[config.mk]
export PLATFORM = sky130hd
export DESIGN_NAME = mem_port_arbiter_flat
export DESIGN_NICKNAME = d
export VERILOG_FILES = /design/src/rtl/mem_port_arbiter_if.sv /design/src/rtl/mem_port_arbiter.sv /design/src/flat_wrapper.sv
export SDC_FILE = /design/constraint.sdc
export NUM_CORES = 1
export LEC_CHECK = 0
export ABC_AREA = 1
export BUFFER_PORTS_ARGS = -buffer_cell sky130_fd_sc_hd__buf_4
export CORE_ASPECT_RATIO = 1.25
export CORE_MARGIN = 4
export CORE_UTILIZATION = 52
export CTS_CLUSTER_SIZE = 40
export DETAILED_ROUTE_END_ITERATION = 7
export PLACE_DENSITY = 0.94
export SLEW_MARGIN = 20
export SYNTH_ARGS = -nofsm -noshare
export SYNTH_HDL_FRONTEND = slang
export SYNTH_SLANG_ARGS = --single-unit
[constraint.sdc]
create_clock -name clk -period 2.85 [get_ports clk]
set_input_delay 0.285 -clock clk [delete_from_list [all_inputs] [get_ports clk]]
set_output_delay 0.285 -clock clk [all_outputs]
set_load 0.005 [all_outputs]
[src/rtl/mem_port_arbiter_if.sv]
// Bus bundle between the core's fetch/data requesters, the arbiter and the
// single-port memory.
interface mem_port_arbiter_if #(
    parameter int ADDR_W = 32,
    parameter int DATA_W = 32
);
    logic              if_req;
    logic [ADDR_W-1:0] if_addr;
    logic [DATA_W-1:0] if_rdata;
    logic              if_ready;
    logic              d_req;
    logic              d_we;
    logic [ADDR_W-1:0] d_addr;
    logic [DATA_W-1:0] d_wdata;
    logic [DATA_W-1:0] d_rdata;
    logic              d_ready;
    logic              err;
    logic              mem_req;
    logic              mem_we;
    logic [ADDR_W-1:0] mem_addr;
    logic [DATA_W-1:0] mem_wdata;
    logic [DATA_W-1:0] mem_rdata;
    logic              mem_valid;

    modport slave (
        input  if_req, if_addr, d_req, d_we, d_addr, d_wdata, mem_rdata, mem_valid,
        output if_rdata, if_ready, d_rdata, d_ready, err,
               mem_req, mem_we, mem_addr, mem_wdata
    );

    modport master (
        output if_req, if_addr, d_req, d_we, d_addr, d_wdata, mem_rdata, mem_valid,
        input  if_rdata, if_ready, d_rdata, d_ready, err,
               mem_req, mem_we, mem_addr, mem_wdata
    );
endinterface

[src/rtl/mem_port_arbiter.sv]
// Serialises fetch and data accesses onto one single-port memory. Data wins
// ties up to MAX_STREAK grants; a watchdog closes hung transactions with err.
module mem_port_arbiter #(
    parameter int ADDR_W     = 32,
    parameter int DATA_W     = 32,
    parameter int MAX_STREAK = 4,
    parameter int TIMEOUT    = 16
) (
    input  logic              clk,
    input  logic              reset,
    mem_port_arbiter_if.slave bus
);
    typedef enum logic [1:0] {IDLE, WAIT, DONE} state_t;

    typedef struct packed {
        logic              req;
        logic              we;
        logic [ADDR_W-1:0] addr;
        logic [DATA_W-1:0] wdata;
    } memCmd_t;

    typedef struct packed {
        logic              ready;
        logic [DATA_W-1:0] rdata;
    } portRsp_t;

    localparam logic [3:0] STREAK_MAX = 4'(MAX_STREAK);
    localparam logic [7:0] WDOG_LAST  = 8'(TIMEOUT - 1);

    state_t            state, stateNxt;
    memCmd_t           cmd, cmdNxt;
    portRsp_t          ifRsp, ifRspNxt, dRsp, dRspNxt;
    logic              ownerD, ownerDNxt;
    logic              errQ, errNxt;
    logic [3:0]        streak, streakNxt;
    logic [7:0]        wdog, wdogNxt;
    logic              grantD;
    logic [DATA_W-1:0] rspData;

    always_ff @(posedge clk or negedge reset) begin
        if (!reset) begin
            state  <= IDLE;
            cmd    <= '0;
            ifRsp  <= '0;
            dRsp   <= '0;
            ownerD <= 1'b0;
            errQ   <= 1'b0;
            streak <= '0;
            wdog   <= '0;
        end else begin
            state  <= stateNxt;
            cmd    <= cmdNxt;
            ifRsp  <= ifRspNxt;
            dRsp   <= dRspNxt;
            ownerD <= ownerDNxt;
            errQ   <= errNxt;
            streak <= streakNxt;
            wdog   <= wdogNxt;
        end
    end

    always_comb begin
        stateNxt       = state;
        cmdNxt         = cmd;
        cmdNxt.req     = 1'b0;
        ifRspNxt       = ifRsp;
        ifRspNxt.ready = 1'b0;
        dRspNxt        = dRsp;
        dRspNxt.ready  = 1'b0;
        ownerDNxt      = ownerD;
        errNxt         = 1'b0;
        streakNxt      = streak;
        wdogNxt        = wdog;
        rspData        = '0;
        // A full streak hands the next contested slot to fetch.
        grantD         = bus.d_req && !(bus.if_req && streak == STREAK_MAX);

        unique case (state)
            IDLE: begin
                if (!bus.if_req) streakNxt = '0;
                if (bus.if_req || bus.d_req) begin
                    stateNxt   = WAIT;
                    wdogNxt    = '0;
                    ownerDNxt  = grantD;
                    cmdNxt.req = 1'b1;
                    if (grantD) begin
                        cmdNxt.we    = bus.d_we;
                        cmdNxt.addr  = bus.d_addr;
                        cmdNxt.wdata = bus.d_wdata;
                        if (bus.if_req) streakNxt = streak + 4'd1;
                    end else begin
                        cmdNxt.we    = 1'b0;
                        cmdNxt.addr  = bus.if_addr;
                        cmdNxt.wdata = '0;
                        streakNxt    = '0;
                    end
                end
            end
            WAIT: begin
                // mem_valid on the final watchdog edge still counts as success.
                if (bus.mem_valid || wdog == WDOG_LAST) begin
                    stateNxt = DONE;
                    errNxt   = !bus.mem_valid;
                    rspData  = (bus.mem_valid && !cmd.we) ? bus.mem_rdata : '0;
                    if (ownerD) begin
                        dRspNxt.ready  = 1'b1;
                        dRspNxt.rdata  = rspData;
                    end else begin
                        ifRspNxt.ready = 1'b1;
                        ifRspNxt.rdata = rspData;
                    end
                end else begin
                    wdogNxt = wdog + 8'd1;
                end
            end
            DONE:    stateNxt = IDLE;
            default: stateNxt = IDLE;
        endcase
    end

    assign bus.mem_req   = cmd.req;
    assign bus.mem_we    = cmd.we;
    assign bus.mem_addr  = cmd.addr;
    assign bus.mem_wdata = cmd.wdata;
    assign bus.if_ready  = ifRsp.ready;
    assign bus.if_rdata  = ifRsp.rdata;
    assign bus.d_ready   = dRsp.ready;
    assign bus.d_rdata   = dRsp.rdata;
    assign bus.err       = errQ;
endmodule

[src/flat_wrapper.sv]
// flat-port wrapper written by rule: the top's interface ports become plain ports
module mem_port_arbiter_flat 
#(
    parameter int ADDR_W     = 32,
    parameter int DATA_W     = 32,
    parameter int MAX_STREAK = 4,
    parameter int TIMEOUT    = 16
)
  (clk, reset, bus_if_req, bus_if_addr, bus_d_req, bus_d_we, bus_d_addr, bus_d_wdata, bus_mem_rdata, bus_mem_valid, bus_if_rdata, bus_if_ready, bus_d_rdata, bus_d_ready, bus_err, bus_mem_req, bus_mem_we, bus_mem_addr, bus_mem_wdata);
  mem_port_arbiter_if #(.ADDR_W(ADDR_W), .DATA_W(DATA_W)) bus_i ();
  input  logic clk;
  input  logic reset;
  input wire logic [$bits(bus_i.if_req)-1:0] bus_if_req;
  input wire logic [$bits(bus_i.if_addr)-1:0] bus_if_addr;
  input wire logic [$bits(bus_i.d_req)-1:0] bus_d_req;
  input wire logic [$bits(bus_i.d_we)-1:0] bus_d_we;
  input wire logic [$bits(bus_i.d_addr)-1:0] bus_d_addr;
  input wire logic [$bits(bus_i.d_wdata)-1:0] bus_d_wdata;
  input wire logic [$bits(bus_i.mem_rdata)-1:0] bus_mem_rdata;
  input wire logic [$bits(bus_i.mem_valid)-1:0] bus_mem_valid;
  output wire logic [$bits(bus_i.if_rdata)-1:0] bus_if_rdata;
  output wire logic [$bits(bus_i.if_ready)-1:0] bus_if_ready;
  output wire logic [$bits(bus_i.d_rdata)-1:0] bus_d_rdata;
  output wire logic [$bits(bus_i.d_ready)-1:0] bus_d_ready;
  output wire logic [$bits(bus_i.err)-1:0] bus_err;
  output wire logic [$bits(bus_i.mem_req)-1:0] bus_mem_req;
  output wire logic [$bits(bus_i.mem_we)-1:0] bus_mem_we;
  output wire logic [$bits(bus_i.mem_addr)-1:0] bus_mem_addr;
  output wire logic [$bits(bus_i.mem_wdata)-1:0] bus_mem_wdata;
  assign bus_i.if_req = bus_if_req;
  assign bus_i.if_addr = bus_if_addr;
  assign bus_i.d_req = bus_d_req;
  assign bus_i.d_we = bus_d_we;
  assign bus_i.d_addr = bus_d_addr;
  assign bus_i.d_wdata = bus_d_wdata;
  assign bus_i.mem_rdata = bus_mem_rdata;
  assign bus_i.mem_valid = bus_mem_valid;
  assign bus_if_rdata = bus_i.if_rdata;
  assign bus_if_ready = bus_i.if_ready;
  assign bus_d_rdata = bus_i.d_rdata;
  assign bus_d_ready = bus_i.d_ready;
  assign bus_err = bus_i.err;
  assign bus_mem_req = bus_i.mem_req;
  assign bus_mem_we = bus_i.mem_we;
  assign bus_mem_addr = bus_i.mem_addr;
  assign bus_mem_wdata = bus_i.mem_wdata;
  mem_port_arbiter #(.ADDR_W(ADDR_W), .DATA_W(DATA_W), .MAX_STREAK(MAX_STREAK), .TIMEOUT(TIMEOUT)) u_core (.clk(clk), .reset(reset), .bus(bus_i));
endmodule
# After elaboration in Yosys (flattened, before gate mapping)
# Index checks and enable logic that the tools add are counted.
[totals] ff_bits=148 inputBits=134 output_inout_bits=133 word_cells=59
[op_classes] mux=22 n_reduce_logical=15 add_sub_neg=2 n_eq_ne=6 bitwise_logic=1
[op_table] operator="2-to-1 mux 33 bit" count=6
[op_table] operator="2-to-1 mux 66 bit" count=2
[op_table] operator="2-to-1 mux 65 bit" count=1
[op_table] operator="2-to-1 mux 32 bit" count=1
[op_table] operator="2-to-1 mux 4 bit" count=4
[op_table] operator="2-to-1 mux 8 bit" count=2
[op_table] operator="one-hot mux 8 bit (2 select lines)" count=1
[op_table] operator="AND reduction 3 bit" count=3
[op_table] operator="adder 8 x 1 -> 8 bit (second input constant)" count=1
[op_table] operator="== test 8 x 4 -> 1 bit (second input constant)" count=1
[op_table] operator="adder 4 x 1 -> 4 bit (second input constant)" count=1
[op_table] operator="== test 4 x 3 -> 1 bit (second input constant)" count=1
[op_table] operator="2-to-1 mux 2 bit" count=2
[op_table] operator="!= test 2 x 1 -> 1 bit (second input constant)" count=2
[op_table] operator="one-hot mux 2 bit (2 select lines)" count=1
[op_table] operator="AND reduction 2 bit" count=2
[op_table] operator="logical AND 1 bit" count=3
[op_table] operator="logical NOT 1 bit" count=3
[op_table] operator="== test 2 x 1 -> 1 bit (second input constant)" count=1
[op_table] operator="logical NOT 2 bit" count=1
[op_table] operator="logical OR 1 bit" count=2
[op_table] operator="2-to-1 mux 1 bit" count=2
[op_table] operator="!= test 2 bit (second input constant)" count=1
[op_table] operator="nonzero test 2 bit" count=1
[op_table] operator="NOT 1 bit" count=1

# Depth between registers and ports, before layout
[depth] ltp_word=7 ltp_mapped=9 ltp_nobuf=8

# Worst setup path after synthesis
# No wires, ideal clock.
[synth_timing] path_kind="flip-flop to flip-flop" from="reg u_core.wdog[0]" to="reg u_core.ifRsp (netlist bit u_core.bus.if_rdata[0])" n_path_buf=1 required_ps=2733 slack_ps=1302 setup_time_ps=117 arrival_ps=1432 synth_period_minus_slack_ps=1548 path_stages_with_launch=8 path_cell_list="dfrtp_1 ha_1 nand3_2 o21bai_4 nand2_2 clkbuf_1 nand2_1 nand2_1"
[synth_via] elab_chain_len=3
[synth_rtl] element="from (decl)" line_no="mem_port_arbiter.sv:36" rtl="logic [7:0] wdog, wdogNxt;"
[synth_rtl] element="from (signal assigned)" line_no="mem_port_arbiter.sv:58" rtl="wdog <= wdogNxt;"
[synth_rtl] element="== test 8 x 4 -> 1 bit" line_no="mem_port_arbiter.sv:101" rtl="if (bus.mem_valid || wdog == WDOG_LAST) begin"
[synth_rtl] element="logical OR 1 bit" line_no="mem_port_arbiter.sv:101"
[synth_rtl] element="AND reduction 3 bit (no line)"
[synth_rtl] element="to (signal assigned)" line_no="mem_port_arbiter.sv:53" rtl="ifRsp <= ifRspNxt;"
[synth_rtl] element="to (decl)" line_no="mem_port_arbiter.sv:32" rtl="portRsp_t ifRsp, ifRspNxt, dRsp, dRspNxt;"
# Every way passes these cells.
# A chain may end at the register's enable or synchronous reset.

# Final worst setup path
[layout_timing] from="reg u_core.wdog[0]" to="reg u_core.ifRsp (netlist bit u_core.bus.if_rdata[23])"
# The elaborated chain is that of the path after synthesis.

==> run_results.csv <==
group,metric,value,unit
outcome,status,"completed",
critical_path,critPathSlowestCell,"inv_2",
sta,max_slew_margin,51.6,%
critical_path,cp.required,3.20,ns
synth,seq_area_frac_synth,55.9,%
power_and_ir_drop,p_leak,5.48,nW
final_layout,layout_common_cells,"nand2_1, buf_4, dfrtp_1",
sta,clock.fmax,0.461,GHz
cts,h-tree-depth,4,
cts,clock-sinks,148,
sta,final-max-slew-violation-count,0,
grt,overflow,0,
placement,dp_hpwl,13.8,mm
critical_path,r2r_slack,0.68,ns
final_layout,utilization,75.9,%
cts,numCtsBuffers,17,
sta,layout_setup_ws,0.681,ns
sta,hold_viol,0,
power_and_ir_drop,total_power,0.00927,W
critical_path,r2r-start,"u_core.wdog[0]",
route,vias,6487,
power_and_ir_drop,p_clk_share,24.6,%
final_layout,seqCellArea,3700,sq um
sta,worst_pin_slew,0.723,ns
placement,gp_congestion,0.832,
route,ant_nets,0,
final_layout,finalNetCount,1243,
route,drc,0,
sta,rsz0062_at_grt,"no",
floorplan,start_util,53.7,%
power_and_ir_drop,swShare,35.1,%
synth,netlist_area,6630,sq um
grt,grt_usage,26.5,%
sta,setup_viol_count_final,0,
synth,synth_cell_types,24,
sta,period_minus_slack,2.17,ns
min_path,min_delay_worst_endpoint,"u_core.bus.mem_wdata[19]",
min_path,worstHoldStart,"bus_d_wdata[19]",
route,wl_per_cell,15.1,microns
synth,syn_avg_cell_area,7.78,sq um
cts,cts_setup_buffers,0,
min_path,hold_path_depth,3,
grt,grt_start_max_net_pins,76,
sta,clock_skew,0.00912,ns
floorplan,die_area,14600,sq um
final_layout,final_common_cell,"nand2_1",
grt,antenna_found_initial,0,
power_and_ir_drop,power_density,991,nW/um^2
final_layout,fin_cells,1283,
critical_path,r2r-end,"u_core.bus.if_rdata[23]",
min_path,hold_path.class,"in2reg",
run,max_cap_violations,0,
route,drt-total-wl,19.3,mm
cts,clk_path_buf_depth,2,
power_and_ir_drop,peakVddDrop,0.000474,V
floorplan,core-area,12300,sq um
floorplan,die_h,134,microns
power_and_ir_drop,p_comb_share,37.1,%
final_layout,multi_input_area,2520,sq um
synth,synthesis.nets,989,
cts,root_buffer,"clkbuf_16",
cts,path_clk_slew,0.07,ns
route,via_per_inst,5.06,
critical_path,path_cells,"ha_1 > nand3_2 > o21bai_4 > nand2_2 > inv_2 > nand2_1 > nand2_1",
final_layout,area_growth,41.3,%
final_layout,diodes,0,
synth,ys.warnings.count,0,
critical_path,start_kind,"flop",
critical_path,crit_path_frequent_cell,"nand2_1",
placement,io_buffers,266,
grt,grt_pass1_wl,30.7,mm
power_and_ir_drop,seq_power_share,38.3,%
critical_path,worstSetupPathType,"reg2reg",
critical_path,cp.arrival,2.52,ns
floorplan,ios,267,
critical_path,cp_max_fo,33,
floorplan,die_width,109,microns
final_layout,fillCellCount,855,
sta,fin_crit_sh,76.1,%
critical_path,critical_path.max_stage_delay,0.45,ns
critical_path,r2r_cells,7,
power_and_ir_drop,p_int,0.00602,W
route,drtPass1Iterations,5,
final_layout,drive_above_1_share,28.4,%
synth,synthCells,852,
floorplan,rows,45,
route,drtIter0Drc,375,
cts,ctsResizeCount,0,
grt,grt_pass1_vias,6321,
placement,dp_cells,1250,
sta,fin_setup_tns,0,ns
placement,pre_cts_slack,0.766,ns
cts,cts_tree,"yes",
power_and_ir_drop,power.switching,0.00325,W
synth,ys_seq_elements,148,
critical_path,end_kind,"flop",
cts,clkLatencyLatePin,0.42,ns
cells by family (layout without fill, tap and decap cells):
group	Yosys count	count (layout)	synth area share, %
adders and majority gates	3	3	0.567
AOI/OAI and AO/OA	9	9	1.00
DFF	148	148	55.9
buffers and inverters	97	364	6.12
and+or+nand+nor	592	592	36.0
xor gates and xnor gates	3	3	0.397
worst max-delay path, delay by kind of cell, from the launching register on:
| kind | cells | cell delay, ns |
|---|---|---|
| simple gates | 4 | 0.52 |
| compound gates | 1 | 0.43 |
| fa+ha+maj | 1 | 0.27 |
| flops | 1 | 0.42 |
| buf+inv | 1 | 0.45 |
through the flow:
stage	instance area [sq um]	hold WS, ns
6_report	9360	0.0579
5_1_grt	9360	0.0566
4_1_cts	9360	0.0502
3_5_place_dp	8740	0.362
3_3_place_gp	8740	0.355
2_1_floorplan	6630	-0.0106
flip-flops by register name, summed over array words and instances, names as in the netlist:
signal                cells
u_core.bus.mem_we         1
u_core.bus.err            1
u_core.ownerD             1
u_core.state              2
u_core.bus.mem_addr      32
u_core.bus.if_ready       1
u_core.streak             4
u_core.bus.d_ready        1
u_core.wdog               8
u_core.bus.mem_req        1
u_core.bus.mem_wdata     32
u_core.bus.if_rdata      32
u_core.bus.d_rdata       32
synthesized netlist by cell type:
cell type | count | area share, %
nand2_1 | 458 | 26
dfrtp_1 | 148 | 56
inv_1 | 48 | 2.7
nor2_1 | 48 | 2.7
nand3_1 | 46 | 3.5
nand4_1 | 34 | 3.2
clkbuf_1 | 25 | 1.4
buf_2 | 15 | 1.1
o21ai_0 | 5 | 0.38
buf_1 | 3 | 0.17
buf_6 | 3 | 0.51
ha_1 | 3 | 0.57
clkinv_1 | 2 | 0.11
nand3_2 | 2 | 0.30
o21ai_2 | 2 | 0.26
xnor2_1 | 2 | 0.26
a21oi_1 | 1 | 0.075
inv_2 | 1 | 0.057
nand2_2 | 1 | 0.094
nor2_2 | 1 | 0.094
nor3_1 | 1 | 0.075
nor4_1 | 1 | 0.094
o21bai_4 | 1 | 0.28
xor2_1 | 1 | 0.13
power by group through the flow:
stage / clock [W] / combinational [W] / sequential (W)
final: 0.00228 / 0.00344 / 0.00355
after global routing: 0.00241 / 0.00381 / 0.00365
after CTS: 0.00231 / 0.00347 / 0.00355
after detailed placement: 0 / 0.00344 / 0.00355
after global placement: 0 / 0.00333 / 0.00354
after floorplan: 0 / 0.00143 / 0.00354
final cells by class:
class                           count  area share, %
Clock buffer                       19           4.63
Clock inverter                     13           1.86
Inverter                           51           2.05
Multi-Input combinational cell    607           27.0
Sequential cell                   148           39.6
Tap cell                          164           2.19
Timing Repair Buffer              281           22.7
layer usage:
| layer | part of all wire (%) | wire length (microns) | vias to the layer above | GRT usage, % |
|---|---|---|---|---|
| met5 | 0 | 0 | - | 0 |
| met4 | 3.3 | 629 | 0 | 10.6 |
| met3 | 10 | 1990 | 46 | 7.51 |
| met2 | 50 | 9620 | 352 | 45.0 |
| met1 | 37 | 7070 | 2959 | 31.5 |
| li1 | - | - | 3130 | - |
how the worst max path moves through the flow:
stage	startpoint	to	slack (ns)	depth (start not counted)
finish	u_core.wdog[0]	u_core.bus.if_rdata[23]	0.68	7
global route	u_core.wdog[0]	u_core.bus.if_rdata[23]	0.52	7
CTS	u_core.wdog[0]	u_core.bus.if_rdata[23]	0.70	7
detailed placement	u_core.wdog[0]	u_core.bus.if_rdata[16]	0.77	7
global placement	u_core.wdog[0]	u_core.bus.if_rdata[17]	0.85	7
floorplan	u_core.wdog[0]	u_core.bus.if_rdata[0]	1.30	7
what timing repair did:
action	in CTS	in global routing
endpoints found under the hold margin	73	0
setup endpoints to repair	0	0
hold buffers	1	0
(Power assumes the default switching activity.)
